File: src/rtl/snake_draw_sequencer.sv
// Draw sequencer for the snake render path: walks erase-tail / draw-head /
// draw-food phases and sweeps a BLK x BLK pixel block per phase.
module snake_draw_sequencer #(
  parameter int BLK_LOG2 = 2
) (
  input  logic                clock,
  input  logic                resetn,
  input  logic                start,
  input  logic                grow,
  input  logic                food_new,
  output logic [1:0]          sel,
  output logic [BLK_LOG2-1:0] x_off,
  output logic [BLK_LOG2-1:0] y_off,
  output logic                plot,
  output logic                busy,
  output logic                done
);

  typedef enum logic [2:0] {
    IDLE  = 3'd0,
    ERASE = 3'd1,
    HEAD  = 3'd2,
    FOOD  = 3'd3,
    DONE  = 3'd4
  } state_t;

  localparam logic [1:0] SEL_TAIL = 2'd0;
  localparam logic [1:0] SEL_HEAD = 2'd1;
  localparam logic [1:0] SEL_FOOD = 2'd2;

  // Flags captured at acceptance; later input changes cannot reach them.
  typedef struct packed {
    logic food;
  } req_t;

  state_t state;
  req_t   req;
  logic   last_px;

  // Last pixel of a block: both offsets at BLK-1 (all ones).
  assign last_px = (&x_off) & (&y_off);

  always_ff @(posedge clock or negedge resetn) begin
    if (!resetn) begin
      state <= IDLE;
      req   <= '0;
      sel   <= SEL_TAIL;
      x_off <= '0;
      y_off <= '0;
      plot  <= 1'b0;
      busy  <= 1'b0;
      done  <= 1'b0;
    end else begin
      case (state)
        IDLE: begin
          plot  <= 1'b0;
          busy  <= 1'b0;
          done  <= 1'b0;
          x_off <= '0;
          y_off <= '0;
          if (start) begin
            req.food <= food_new;
            plot     <= 1'b1;
            busy     <= 1'b1;
            if (grow) begin
              state <= HEAD;
              sel   <= SEL_HEAD;
            end else begin
              state <= ERASE;
              sel   <= SEL_TAIL;
            end
          end
        end

        ERASE, HEAD, FOOD: begin
          // Row-major sweep; at the last pixel both counters overflow to 0,
          // which is exactly the start offset of the following phase.
          x_off <= x_off + 1'b1;
          if (&x_off) y_off <= y_off + 1'b1;
          if (last_px) begin
            case (state)
              ERASE: begin
                state <= HEAD;
                sel   <= SEL_HEAD;
              end
              HEAD: begin
                if (req.food) begin
                  state <= FOOD;
                  sel   <= SEL_FOOD;
                end else begin
                  state <= DONE;
                  plot  <= 1'b0;
                  done  <= 1'b1;
                end
              end
              default: begin
                state <= DONE;
                plot  <= 1'b0;
                done  <= 1'b1;
              end
            endcase
          end
        end

        DONE: begin
          state <= IDLE;
          done  <= 1'b0;
          busy  <= 1'b0;
          plot  <= 1'b0;
        end

        default: begin
          state <= IDLE;
          plot  <= 1'b0;
          busy  <= 1'b0;
          done  <= 1'b0;
        end
      endcase
    end
  end

endmodule

File: config.mk
export PLATFORM = sky130hd
export DESIGN_NAME = snake_draw_sequencer
export DESIGN_NICKNAME = d
export VERILOG_FILES = /design/src/rtl/snake_draw_sequencer.sv
export SDC_FILE = /design/constraint.sdc
export NUM_CORES = 1
export LEC_CHECK = 0
export BUFFER_PORTS_ARGS = -buffer_cell sky130_fd_sc_hd__buf_2
export CELL_PAD_IN_SITES_DETAIL_PLACEMENT = 1
export CELL_PAD_IN_SITES_GLOBAL_PLACEMENT = 1
export CORE_UTILIZATION = 38
export CTS_CLUSTER_SIZE = 14
export DETAILED_ROUTE_END_ITERATION = 12
export HOLD_SLACK_MARGIN = 0.15
export PLACE_DENSITY_LB_ADDON = 0.2
export RECOVER_POWER = 100
export SLEW_MARGIN = 20
export SYNTH_ARGS = -nofsm -noshare
export SYNTH_HDL_FRONTEND = slang
export SYNTH_SLANG_ARGS = --single-unit
File: constraint.sdc
create_clock -name clock -period 2.2 [get_ports clock]
set_clock_uncertainty 0.2 [all_clocks]
set_input_delay 0.44 -clock clock [delete_from_list [all_inputs] [get_ports clock]]
set_output_delay 0.44 -clock clock [all_outputs]
set_load 0.01 [all_outputs]
==> flow_summary.ini <==
[run_status]
outcome = complete, no violations

[placed_design]
dp_hpwl_mm = 1.14
gp_congestion = 0.765
port_buffers = 13

[critical_path]
reg2reg_from = state[0]
worstPathRequired_ns = 2.16
critical_path.endpoint_type = flop
reg2reg_slack_ns = 0.19
setup.worst_path.start_class = flop
endpoint = sel[0]
critPathKind = flop to flop
crit_start = state[0]
critPathMaxFanout = 11
crit_arrival_ns = 1.97
r2r_cells = 4
r2r-end = sel[0]

[yosys]
synth_edf_count = 0
ys_types = 27
synth.area.top_cells = dfrtp_1 50%, o21ai_0 4.7%, nand2_1 4.1%
synth_flop_cell = dfrtp_1
async_reset_ff_share_pct = 100
synth-seq-cells = 13
yosys-top-cells-count = 13 x dfrtp_1, 7 x nand2_1, 6 x o21ai_0
synth_top_family_by_area = compound AO/OA/AOI/OAI gates
syn_inst = 64
synth_fa_ha_area_share_pct = 3.88
synth_xor_area_share_pct = 0
synth_compound_area_share_pct = 22.7
yosys.area_share.simple_pct = 17.8
yosys_warnings = 0
ys_seq_area_share_pct = 50.4
syn_area_um2 = 646
synth.most_common_cell = dfrtp_1
synth.area.mux_share_pct = 1.74
synth.avg_cell_area_um2 = 10.1
syn-num-nets = 71
synth_top_area_cell = dfrtp_1
synth_top_area_share_pct = 50.4

[global_route]
grt_overflow = 0
grt_pass1_vias = 587
busiest_layer = met2
grt_max_degree = 17
grtUsageTotal_pct = 20.0
met2_usage_pct = 32.2
grt_pass1_wl_mm = 2.70
grt_antenna_before_repair = 0
grtUsageMet3_pct = 5.53
grtUsageMet1_pct = 24.7

[route]
vias = 556
post-route-drc-count = 0
routedWlPerCell_um = 15.8
viasPerCell = 5.85
drtIter0Drc = 3
antenna_left = 0
dr.pass1.iters = 5
wl_mm = 1.50

[layout]
diodes = 0
multi_input_area_um2 = 290
seq_area_um2 = 325
area_growth_pct = 12.8
n_fill_cell = 188
drive_gt1_share_pct = 8.86
final_nets = 87

[cts]
postCtsSetupBuffers = 0
clk_latency_ns = 0.28
cts_resized = 0
clock-root-buffer = clkbuf_4
ctsHoldBuffers = 1
htreeDepth = 1
ctsLongestPathBuffers = 2
cts_tree = built
clock_sinks = 13
cts_buffers = 3
path_clk_slew_ns = 0.08

[timing]
final.min_clock_period_ns = 2.01
fin_crit_sh_pct = 91.4
fmax_ghz = 0.498
setup_viol = 0
rsz0062_at_grt = false
worstMarginPinSlew_ns = 0.683
final-max-slew-violation-count = 0
tns_ns = 0
timing.slew.headroom_pct = 54.5
hold_viol = 0

[power]
power_leakage_nw = 0.328
peakVddDrop_mv = 0.652
fin_total_pwr_mw = 1.00
power-per-cell-area_nw_per_um2 = 1380

[floorplanning]
core-area_um2 = 1540
ioPinCount = 14
rows = 14
die_area_um2 = 1870
dieWidth_um = 43.2
initial_core_util_pct = 41.9
die_y_um = 43.2

[hold_path]
hold_class = input port to flop

[job]
cap_violations = 0
[worst min-delay path by stage]
| stage | depth (start not counted) | end | slack, ns | startpoint |
|---|---|---|---|---|
| after floorplan | 0 | busy | -0.06 | resetn |
| after global placement | 1 | state[0] | 0.15 | resetn |
| after detailed placement | 1 | state[0] | 0.15 | resetn |
| after CTS | 2 | req | 0.22 | food_new |
| after global routing | 2 | req | 0.21 | food_new |
| final | 2 | req | 0.23 | food_new |
[kinds of logic (layout without fill, tap and decap cells)]
| logic type | count (synthesis) | after routing |
|---|---|---|
| buf+inv | 4 | 19 |
| mux | 1 | 1 |
| simple gates | 23 | 23 |
| fa+ha+maj | 2 | 2 |
| compound gates | 21 | 21 |
| flops | 13 | 13 |
[report_power, final]
| part | total (mW) | internal, mW | switching [mW] |
|---|---|---|---|
| Combinational | 0.422 | 0.179 | 0.243 |
| Sequential | 0.431 | 0.338 | 0.0931 |
| Clock | 0.150 | 0.0703 | 0.0796 |
| Total | 1.00 | 0.588 | 0.415 |
[routing by layer]
metal	routed length [um]	vias up
met4	23	0
met1	672	277
met5	0	-
met3	44	4
met2	760	10
li1	-	265
[critical path, cell delays in order, from the launching register on]
cell,delay [ns]
dfrtp_1,0.50
or3b_1,0.45
o21a_1,0.14
a211oi_1,0.25
mux2_1,0.35
[cells in the final DEF, fill, tap and decap left out, drive strengths merged]
cell type    count
dfrtp           13
nand2b           2
clkbuf          14
inv              1
nand2            7
nor3             4
nor2b            1
ha               2
a21oi            2
o21ai            6
mux2             1
and3             1
dlygate4sd3      1
o21bai           1
a32o             1
or3b             1
buf              3
nor2             5
a21o             1
nand3b           1
a32oi            1
a21boi           1
a31o             1
o21a             3
a211oi           3
o22ai            1
nand4            1
[registers in the layout (all words and copies together) (netlist names)]
signal  cells
state       3
y_off       2
busy        1
x_off       2
done        1
plot        1
req         1
sel         2
[layout make-up]
cell class,instances,area share [%]
timing repair buffer,14,8.59
sequential,13,44.7
clock buffer,4,3.61
multi-input combinational,47,39.9
tap,16,2.75
inverter,1,0.515
[metrics by stage]
step                hold WS [ns]  setup WS (ns)  instance area [um2]  instances  util, %
global route               0.212         0.0978                  728         95     47.2
finish                     0.225          0.190                  728         95     47.2
floorplan                -0.0556          0.363                  646         64        -
global placement           0.145          0.302                  712         90     46.2
CTS                        0.224          0.252                  748         95     48.5
detailed placement         0.145          0.257                  712         90     46.2
Note: power is estimated with default switching activity, not from simulation.
